## config.mk

```make
export PLATFORM = sky130hd
export DESIGN_NAME = mem_arbiter_flat
export DESIGN_NICKNAME = d
export VERILOG_FILES = /design/src/rtl/mem_arbiter_if.sv /design/src/rtl/mem_arbiter.sv /design/src/flat_wrapper.sv
export SDC_FILE = /design/constraint.sdc
export NUM_CORES = 1
export LEC_CHECK = 0
export ABC_AREA = 1
export CORE_AREA = 2 2 122 124
export CTS_BUF_LIST = sky130_fd_sc_hd__clkbuf_8
export DETAILED_ROUTE_END_ITERATION = 10
export DIE_AREA = 0 0 124 126
export PLACE_DENSITY = 0.63
export SETUP_SLACK_MARGIN = 0.02
export SYNTH_ARGS = -nofsm -noshare
export SYNTH_HDL_FRONTEND = slang
export SYNTH_SLANG_ARGS = --single-unit
```

## constraint.sdc

```tcl
create_clock -name clk -period 2.34 [get_ports clk]
set_clock_uncertainty 0.1 [all_clocks]
set_input_delay 0.351 -clock clk [delete_from_list [all_inputs] [get_ports clk]]
set_output_delay 0.351 -clock clk [all_outputs]
set_load 0.1 [all_outputs]
```

## src/rtl/mem_arbiter_if.sv

```systemverilog
// rtl/mem_arbiter_if.sv - requester and SRAM signal bundle for mem_arbiter
// slave is the arbiter's view; master is the pipeline/SRAM side driving requests and mem_do.
interface mem_arbiter_if;
  logic        if_req;
  logic [31:0] if_addr;
  logic        if_ready;
  logic [31:0] if_rdata;
  logic        dm_req;
  logic        dm_we;
  logic [31:0] dm_addr;
  logic [31:0] dm_wdata;
  logic [31:0] dm_bweb;
  logic        dm_ready;
  logic [31:0] dm_rdata;
  logic        mem_ceb;
  logic        mem_web;
  logic [13:0] mem_a;
  logic [31:0] mem_di;
  logic [31:0] mem_bweb;
  logic [31:0] mem_do;
  logic        stall;

  modport slave (
    input  if_req, if_addr, dm_req, dm_we, dm_addr, dm_wdata, dm_bweb, mem_do,
    output if_ready, if_rdata, dm_ready, dm_rdata,
    output mem_ceb, mem_web, mem_a, mem_di, mem_bweb, stall
  );

  modport master (
    output if_req, if_addr, dm_req, dm_we, dm_addr, dm_wdata, dm_bweb, mem_do,
    input  if_ready, if_rdata, dm_ready, dm_rdata,
    input  mem_ceb, mem_web, mem_a, mem_di, mem_bweb, stall
  );
endinterface

```

## src/rtl/mem_arbiter.sv

```systemverilog
// rtl/mem_arbiter.sv - two-port (fetch/data) arbiter onto a single-port SRAM
// Issues in IDLE, completes in BUSY; dm wins ties unless it has already won three in a row.
module mem_arbiter (
  input  logic             clk,
  input  logic             rst,
  mem_arbiter_if.slave     bus
);

  typedef enum logic {IDLE, BUSY} state_e;

  state_e      state_q;
  logic        owner_dm_q;
  logic        we_q;
  logic [1:0]  streak_q;
  logic [1:0]  streak_d;

  logic        any_req;
  logic        grant_dm;
  logic        issue;
  logic        store;
  logic        done;
  logic [31:0] sel_addr;

  assign any_req  = bus.if_req | bus.dm_req;
  assign grant_dm = bus.dm_req & (~bus.if_req | (streak_q != 2'd3));

  // streak counts consecutive dm wins that actually made the fetch side wait
  always_comb begin
    streak_d = 2'd0;
    if (grant_dm && bus.if_req)
      streak_d = (streak_q == 2'd3) ? 2'd3 : streak_q + 2'd1;
  end

  always_ff @(posedge clk or posedge rst) begin
    if (rst) begin
      state_q    <= IDLE;
      owner_dm_q <= 1'b0;
      we_q       <= 1'b0;
      streak_q   <= 2'd0;
    end else begin
      case (state_q)
        IDLE: begin
          if (any_req) begin
            state_q    <= BUSY;
            owner_dm_q <= grant_dm;
            we_q       <= grant_dm & bus.dm_we;
            streak_q   <= streak_d;
          end
        end
        BUSY: state_q <= IDLE;
        default: state_q <= IDLE;
      endcase
    end
  end

  // rst gates the combinational issue path so outputs hold reset values while it is high
  assign issue    = ~rst & (state_q == IDLE) & any_req;
  assign store    = issue & grant_dm & bus.dm_we;
  assign done     = ~rst & (state_q == BUSY);
  assign sel_addr = grant_dm ? bus.dm_addr : bus.if_addr;

  assign bus.mem_ceb  = ~issue;
  assign bus.mem_web  = ~store;
  assign bus.mem_a    = issue ? sel_addr[15:2] : 14'd0;
  assign bus.mem_di   = store ? bus.dm_wdata : 32'd0;
  assign bus.mem_bweb = store ? bus.dm_bweb : 32'hFFFF_FFFF;

  assign bus.if_ready = done & ~owner_dm_q;
  assign bus.dm_ready = done & owner_dm_q;
  assign bus.if_rdata = bus.if_ready ? bus.mem_do : 32'd0;
  assign bus.dm_rdata = (bus.dm_ready & ~we_q) ? bus.mem_do : 32'd0;

  assign bus.stall = (bus.if_req & ~bus.if_ready) | (bus.dm_req & ~bus.dm_ready);

  logic unused_addr_bits;
  assign unused_addr_bits = ^{bus.if_addr[31:16], bus.if_addr[1:0],
                              bus.dm_addr[31:16], bus.dm_addr[1:0]};

endmodule

```

## src/flat_wrapper.sv

```systemverilog
// flat-port wrapper written by rule: the top's interface ports become plain ports
module mem_arbiter_flat 
  (clk, rst, bus_if_req, bus_if_addr, bus_dm_req, bus_dm_we, bus_dm_addr, bus_dm_wdata, bus_dm_bweb, bus_mem_do, bus_if_ready, bus_if_rdata, bus_dm_ready, bus_dm_rdata, bus_mem_ceb, bus_mem_web, bus_mem_a, bus_mem_di, bus_mem_bweb, bus_stall);
  mem_arbiter_if bus_i ();
  input  logic clk;
  input  logic rst;
  input wire logic [$bits(bus_i.if_req)-1:0] bus_if_req;
  input wire logic [$bits(bus_i.if_addr)-1:0] bus_if_addr;
  input wire logic [$bits(bus_i.dm_req)-1:0] bus_dm_req;
  input wire logic [$bits(bus_i.dm_we)-1:0] bus_dm_we;
  input wire logic [$bits(bus_i.dm_addr)-1:0] bus_dm_addr;
  input wire logic [$bits(bus_i.dm_wdata)-1:0] bus_dm_wdata;
  input wire logic [$bits(bus_i.dm_bweb)-1:0] bus_dm_bweb;
  input wire logic [$bits(bus_i.mem_do)-1:0] bus_mem_do;
  output wire logic [$bits(bus_i.if_ready)-1:0] bus_if_ready;
  output wire logic [$bits(bus_i.if_rdata)-1:0] bus_if_rdata;
  output wire logic [$bits(bus_i.dm_ready)-1:0] bus_dm_ready;
  output wire logic [$bits(bus_i.dm_rdata)-1:0] bus_dm_rdata;
  output wire logic [$bits(bus_i.mem_ceb)-1:0] bus_mem_ceb;
  output wire logic [$bits(bus_i.mem_web)-1:0] bus_mem_web;
  output wire logic [$bits(bus_i.mem_a)-1:0] bus_mem_a;
  output wire logic [$bits(bus_i.mem_di)-1:0] bus_mem_di;
  output wire logic [$bits(bus_i.mem_bweb)-1:0] bus_mem_bweb;
  output wire logic [$bits(bus_i.stall)-1:0] bus_stall;
  assign bus_i.if_req = bus_if_req;
  assign bus_i.if_addr = bus_if_addr;
  assign bus_i.dm_req = bus_dm_req;
  assign bus_i.dm_we = bus_dm_we;
  assign bus_i.dm_addr = bus_dm_addr;
  assign bus_i.dm_wdata = bus_dm_wdata;
  assign bus_i.dm_bweb = bus_dm_bweb;
  assign bus_i.mem_do = bus_mem_do;
  assign bus_if_ready = bus_i.if_ready;
  assign bus_if_rdata = bus_i.if_rdata;
  assign bus_dm_ready = bus_i.dm_ready;
  assign bus_dm_rdata = bus_i.dm_rdata;
  assign bus_mem_ceb = bus_i.mem_ceb;
  assign bus_mem_web = bus_i.mem_web;
  assign bus_mem_a = bus_i.mem_a;
  assign bus_mem_di = bus_i.mem_di;
  assign bus_mem_bweb = bus_i.mem_bweb;
  assign bus_stall = bus_i.stall;
  mem_arbiter u_core (.clk(clk), .rst(rst), .bus(bus_i));
endmodule
```

; ---- Word level (Yosys, flattened, before mapping)
; Cells that the tools add are included.
[word_totals]
register_bits = 5
latchBits = 0
ramBits = 0
rom_bits = 0
inputBits = 165
output_inout_bits = 147
mem_count = 0
[classes]
add_sub_neg = 1
mul = 0
div = 0
magnitude_cmp = 0
eq_ne = 2
n_shift = 0
n_mux = 10
bitwise = 24
n_reduce_logical = 2
[ops]
columns = operator, n
row1 = $mux 32, 4
row2 = $mux 16, 1
row3 = $mux 14, 1
row4 = $and 1x1->1, 12
row5 = $not 1->1, 9
row6 = $mux 2, 2
row7 = $or 1x1->1, 3
row8 = $add 2x1->2 const B, 1
row9 = $eq 2x2->1 const B, 1
row10 = $ne 2x2->1 const B, 1
row11 = $pmux 1 s2, 1
row12 = $reduce_and 2->1, 1
row13 = $logic_and 1x1->1, 1
row14 = $mux 1, 1

; ---- Longest topological paths before layout
[depth]
depth_word = 6
ltp_mapped = 8
depth_no_buf = 7

; ---- Least setup slack after synthesis
; Ideal clock, no wire load.
[synth_timing]
path_type = register -> output
start = register u_core.owner_dm_q
end = output bus_if_rdata[10]
arrival_time_ns = 3.338
t_required_ns = 1.889
path_slack_ns = -1.449
stages_incl_launch_ff = 5
path_buffers = 1
path_cell_list = dfrtp_1 nor3_2 inv_2 clkbuf_1 nor2_1
[synth_between]
elab_chain_cells = 3
[synth_rtl]
columns = element, line_no
row1 = start: declaration, mem_arbiter.sv:12  ; logic owner_dm_q;
row2 = start signal: assignment, mem_arbiter.sv:45  ; owner_dm_q <= grant_dm;
row3 = $not 1->1, mem_arbiter.sv:68  ; assign bus.if_ready = done & ~owner_dm_q;
row4 = $and 1x1->1, mem_arbiter.sv:68
row5 = named net bus_if_ready, flat_wrapper.sv:15  ; output wire logic [$bits(bus_i.if_ready)-1:0] bus_if_ready;
row6 = $mux 32, mem_arbiter.sv:70  ; assign bus.if_rdata = bus.if_ready ? bus.mem_do : 32'd0;
row7 = end: declaration, flat_wrapper.sv:16  ; output wire logic [$bits(bus_i.if_rdata)-1:0] bus_if_rdata;
; The timed path passes the listed nets, and every way through them passes these cells.

; ---- Worst setup path in the final report
[layout_timing]
start = input bus_dm_req
end = output bus_mem_di[15]
[layout_between]
elab_chain_cells = 5
[layout_rtl]
columns = element, line_no
row1 = start: declaration, flat_wrapper.sv:9  ; input wire logic [$bits(bus_i.dm_req)-1:0] bus_dm_req;
row2 = $or 1x1->1, mem_arbiter.sv:24  ; assign any_req = bus.if_req | bus.dm_req;
row3 = $and 1x1->1, mem_arbiter.sv:57  ; assign issue = ~rst & (state_q == IDLE) & any_req;
row4 = $and 1x1->1 * (2 in a row), mem_arbiter.sv:58  ; assign store = issue & grant_dm & bus.dm_we;
row5 = $mux 32 *, mem_arbiter.sv:65  ; assign bus.mem_di = store ? bus.dm_wdata : 32'd0;
row6 = end: declaration, flat_wrapper.sv:22  ; output wire logic [$bits(bus_i.mem_di)-1:0] bus_mem_di;
; Mark *: on every way between the ends. The rest lies on a longest branch, timed or not.

==> flow_results.xml <==
<?xml version="1.0" encoding="UTF-8"?>
<metrics>
  <group name="power_and_ir_drop">
    <metric name="power.switching_fraction" unit="%">55.78</metric>
    <metric name="power_report.internal_total" unit="uW">891.4</metric>
    <metric name="power.switching" unit="uW">1124</metric>
    <metric name="total_power_density_per_cell_area" unit="mW/mm^2">293.3</metric>
    <metric name="p_comb_share" unit="%">86.6</metric>
    <metric name="clock_power_share" unit="%">7.7</metric>
    <metric name="power.static_leakage" unit="uW">0.002888</metric>
    <metric name="max-vdd-ir-drop" unit="V">0.00008894</metric>
    <metric name="sequentialPowerShare" unit="%">5.7</metric>
  </group>
  <group name="timing">
    <metric name="maximum_clock_frequency" unit="GHz">0.4688</metric>
    <metric name="max-slew-margin-rel" unit="%">82.01</metric>
    <metric name="final-setup-viol-count" unit="">0</metric>
    <metric name="post-route-period-util" unit="%">91.15</metric>
    <metric name="rsz_0062_raised_after_global_routing" unit="">no</metric>
    <metric name="slew_viol_final" unit="">0</metric>
    <metric name="finalHoldViolCount" unit="">0</metric>
    <metric name="timing.setup.tns" unit="ps">0</metric>
    <metric name="tightestPinTransition" unit="ps">269.9</metric>
    <metric name="fin_crit_period" unit="ps">2133</metric>
  </group>
  <group name="route">
    <metric name="via_count" unit="">2936</metric>
    <metric name="wirelength" unit="mm">10.16</metric>
    <metric name="drt_drc_violations_left" unit="">0</metric>
    <metric name="drt-initial-drc-count" unit="">33</metric>
    <metric name="routed_wire_length_per_instance" unit="um">13.13</metric>
    <metric name="post_drt_via_cell_ratio" unit="">3.793</metric>
    <metric name="detailedRoute.firstPassIterationCount" unit="">5</metric>
    <metric name="ant_nets" unit="">0</metric>
  </group>
  <group name="clock_network">
    <metric name="cts.hold.buffers_added" unit="">0</metric>
    <metric name="cts.htree.levels" unit="">1</metric>
    <metric name="clk_transition_reported_paths" unit="ps">30</metric>
    <metric name="cts_buffers" unit="">3</metric>
    <metric name="cts_tree" unit="">yes</metric>
    <metric name="cts.root.buffer_cell" unit="">sky130_fd_sc_hd__clkbuf_8</metric>
    <metric name="cts.sink_count" unit="">5</metric>
    <metric name="clock_insertion_delay_at_the_later_pin_of_the_skew_report" unit="ps">220</metric>
    <metric name="ctsLongestPathBuffers" unit="">2</metric>
  </group>
  <group name="floorplanning">
    <metric name="boundaryPins" unit="">312</metric>
    <metric name="core" unit="sq mm">0.01431</metric>
    <metric name="std_cell_rows" unit="">44</metric>
    <metric name="die_width" unit="um">124</metric>
    <metric name="die-height" unit="um">126</metric>
    <metric name="initial_utilization" unit="%">12.44</metric>
    <metric name="dieArea" unit="sq mm">0.01562</metric>
  </group>
  <group name="setup_path">
    <metric name="worst-path-buf-inv" unit="">4</metric>
    <metric name="worstReg2RegStart" unit="">u_core.streak_q[0]$_DFFE_PP0P_</metric>
    <metric name="worst-path-max-fanout" unit="">13</metric>
    <metric name="cp_data_arrival_time" unit="ps">1680</metric>
    <metric name="startpoint_of_the_most_critical_setup_path" unit="">bus_dm_req</metric>
    <metric name="worst_path_most_repeated_cell" unit="">sky130_fd_sc_hd__nand2_4</metric>
    <metric name="worst_ep_required_time" unit="ps">1890</metric>
    <metric name="path_cells" unit="">dlygate4sd2_1 &gt; inv_2 &gt; nand2_4 &gt; nand2_4 &gt; nor2_8 &gt; nand2_4 &gt; buf_12 &gt; nor2_4 &gt; buf_12</metric>
    <metric name="endpoint_type_of_the_worst_setup_path" unit="">output pin</metric>
    <metric name="cell_with_the_biggest_individual_delay_on_the_critical_path" unit="">sky130_fd_sc_hd__dlygate4sd2_1</metric>
    <metric name="critPathMaxStageDelay" unit="ps">340</metric>
    <metric name="critPathTopFamily" unit="">buffers and inverters</metric>
    <metric name="criticalPathCategory" unit="">input port to output pin</metric>
    <metric name="crit_path_start_kind" unit="">input port</metric>
  </group>
  <group name="synth">
    <metric name="ys_ff_latch" unit="">5</metric>
    <metric name="synth_cell_type_count" unit="">21</metric>
    <metric name="synth.yosys.warnings" unit="">0</metric>
    <metric name="synth.cell_area" unit="sq mm">0.001780</metric>
    <metric name="post_synth_mux_area_share" unit="%">0</metric>
    <metric name="synthTopCellsByArea" unit="">sky130_fd_sc_hd__nor2_1 20%, sky130_fd_sc_hd__nand3b_1 19%, sky130_fd_sc_hd__nor2_4 18%</metric>
    <metric name="synth_top_area_share" unit="%">20.24</metric>
    <metric name="synth_xor_area_share" unit="%">0</metric>
    <metric name="combinational_family_with_the_most_area_after_synthesis" unit="">simple AND/OR/NAND/NOR gates</metric>
    <metric name="net_count_after_synthesis" unit="">476</metric>
    <metric name="synth_top_area_cell" unit="">sky130_fd_sc_hd__nor2_1</metric>
    <metric name="synth-adder-area-share" unit="%">0</metric>
    <metric name="fraction_of_the_mapped_netlist_area_in_compound_gates" unit="%">0.9136</metric>
    <metric name="yosysSeqAreaShare" unit="%">7.027</metric>
    <metric name="syn_inst" unit="">311</metric>
    <metric name="synth_area_per_cell" unit="sq um">5.725</metric>
    <metric name="synth-simple-area-share" unit="%">69.01</metric>
  </group>
  <group name="global_routing">
    <metric name="grt_pass1_wl" unit="mm">15.48</metric>
    <metric name="antenna_found_initial" unit="">0</metric>
    <metric name="globalRouteOverflowTotal" unit="">0</metric>
    <metric name="maximum_number_of_pins_on_one_net_before_global_route_repair" unit="">34</metric>
    <metric name="number_of_global_route_vias_before_repair" unit="">3134</metric>
    <metric name="groute.usage.overall" unit="%">12.47</metric>
  </group>
  <group name="finish">
    <metric name="layout.core_utilization" unit="%">48.02</metric>
    <metric name="flow.area_growth_from_synthesis" unit="%">286.0</metric>
    <metric name="layout-drive-gt1-share" unit="%">50.17</metric>
    <metric name="finalNetCount" unit="">756</metric>
    <metric name="antenna-diode-count" unit="">0</metric>
  </group>
  <group name="min_path">
    <metric name="hold_path_class" unit="">input port to asynchronous set/reset pin</metric>
  </group>
  <group name="placement">
    <metric name="place.detailed.hpwl" unit="mm">9.194</metric>
    <metric name="portBuffers" unit="">275</metric>
    <metric name="place.gp.congestion" unit="">0.8101</metric>
  </group>
  <group name="run">
    <metric name="drv_cap" unit="">0</metric>
  </group>
  <group name="outcome">
    <metric name="run_status" unit="">complete, no violations</metric>
  </group>
</metrics>
## Yosys cell counts, drive strengths merged
library cell,count
nand4,1
nand3b,46
buf,13
dfrtp,5
o21ai,2
nor2,126
nand2,25
clkbuf,9
inv,76
nand3,5
or2,1
nor3,1
o22ai,1
## worst register-to-register path, cell delays in order (launching register included)
cell                      delay [ps]
sky130_fd_sc_hd__dfrtp_1         380
sky130_fd_sc_hd__nand3_2         120
sky130_fd_sc_hd__buf_4           220
sky130_fd_sc_hd__nand3_1          80
sky130_fd_sc_hd__nand2_1          50
sky130_fd_sc_hd__nand2_1          50
sky130_fd_sc_hd__inv_1            40
## cell type report
cell class                 count  area, sq um
fill                        1286         7441
timing repair buffer         297         4502
multi-input combinational    208         1685
inverter                      76        285.3
tap                          184        230.2
sequential                     5        125.1
clock buffer                   3        41.29
clock inverter                 1        3.754
## per-layer routing
layer | up-vias | part of all wire [%] | GRT usage (%)
li1 | 1456 | - | -
met1 | 1302 | 30 | 11.61
met2 | 170 | 56 | 25.18
met3 | 8 | 12 | 4.438
met4 | 0 | 1.1 | 2.776
met5 | - | 0 | 0
## through the flow
stage | hold WS [ps] | setup WS [ps] | cells | instance area (sq um) | power, uW
5_1_grt | 212.0 | 98.49 | 774 | 6873 | 2105
6_report | 193.9 | 207.1 | 774 | 6873 | 2016
2_1_floorplan | 6.433 | -428.9 | 311 | 2271 | 1143
4_1_cts | 188.8 | 12.65 | 774 | 6870 | 2040
3_3_place_gp | 369.1 | -83.48 | 770 | 6818 | 1858
3_5_place_dp | 398.7 | -92.03 | 770 | 6818 | 1875
## cells in the final DEF (no fill, tap or decap)
master	instances
sky130_fd_sc_hd__buf_12	156
sky130_fd_sc_hd__buf_4	13
sky130_fd_sc_hd__clkbuf_8	3
sky130_fd_sc_hd__clkdlybuf4s50_1	125
sky130_fd_sc_hd__dfrtp_1	5
sky130_fd_sc_hd__dlygate4sd2_1	2
sky130_fd_sc_hd__dlymetal6s2s_1	1
sky130_fd_sc_hd__inv_1	72
sky130_fd_sc_hd__inv_2	5
sky130_fd_sc_hd__nand2_1	21
sky130_fd_sc_hd__nand2_4	4
sky130_fd_sc_hd__nand3_1	4
sky130_fd_sc_hd__nand3_2	1
sky130_fd_sc_hd__nand3b_1	46
sky130_fd_sc_hd__nand4_1	1
sky130_fd_sc_hd__nor2_1	15
sky130_fd_sc_hd__nor2_2	36
sky130_fd_sc_hd__nor2_4	74
sky130_fd_sc_hd__nor2_8	1
sky130_fd_sc_hd__nor3_4	1
sky130_fd_sc_hd__o21ai_0	2
sky130_fd_sc_hd__o22ai_2	1
sky130_fd_sc_hd__or2_2	1
## final timing paths
path                                             endpoint  slack, ps  cells past startpoint
min in group clk                  u_core.we_q$_DFFE_PP0P_        410                      2
max                                        bus_mem_di[15]        210                      9
min reg2reg                       u_core.we_q$_DFFE_PP0P_        410                      2
max in group asynchronous         u_core.we_q$_DFFE_PP0P_       1840                      3
min                         u_core.owner_dm_q$_DFFE_PP0P_        190                      3
max reg2reg                u_core.streak_q[1]$_DFFE_PP0P_       1200                      6
## flip-flops by register name, summed over array words and instances (netlist names)
register and cells:
u_core.owner_dm_q 1, u_core.streak_q 2, u_core.state_q 1, u_core.we_q 1
## kinds of logic (layout without fill, tap and decap cells)
family | Yosys count | after routing
simple gates | 205 | 205
buf+inv | 98 | 377
flops | 5 | 5
compound gates | 3 | 3
## power groups by stage
stage	clock (uW)	combinational [uW]	sequential [uW]
after floorplan	0	1030	113
after global placement	0	1740	114
after detailed placement	0	1760	116
after CTS	163	1760	115
after global routing	172	1820	116
final	155	1750	115
## timing repair
| item | CTS | global route |
|---|---|---|
| cloned | 0 | 0 |
| setup buffers | 0 | 0 |
| endpoints found under the hold margin | 0 | 0 |
| endpoints found under the setup margin | 106 | 72 |
| resized for setup | 4 | 1 |
Note: power is estimated with default switching activity, not from simulation.
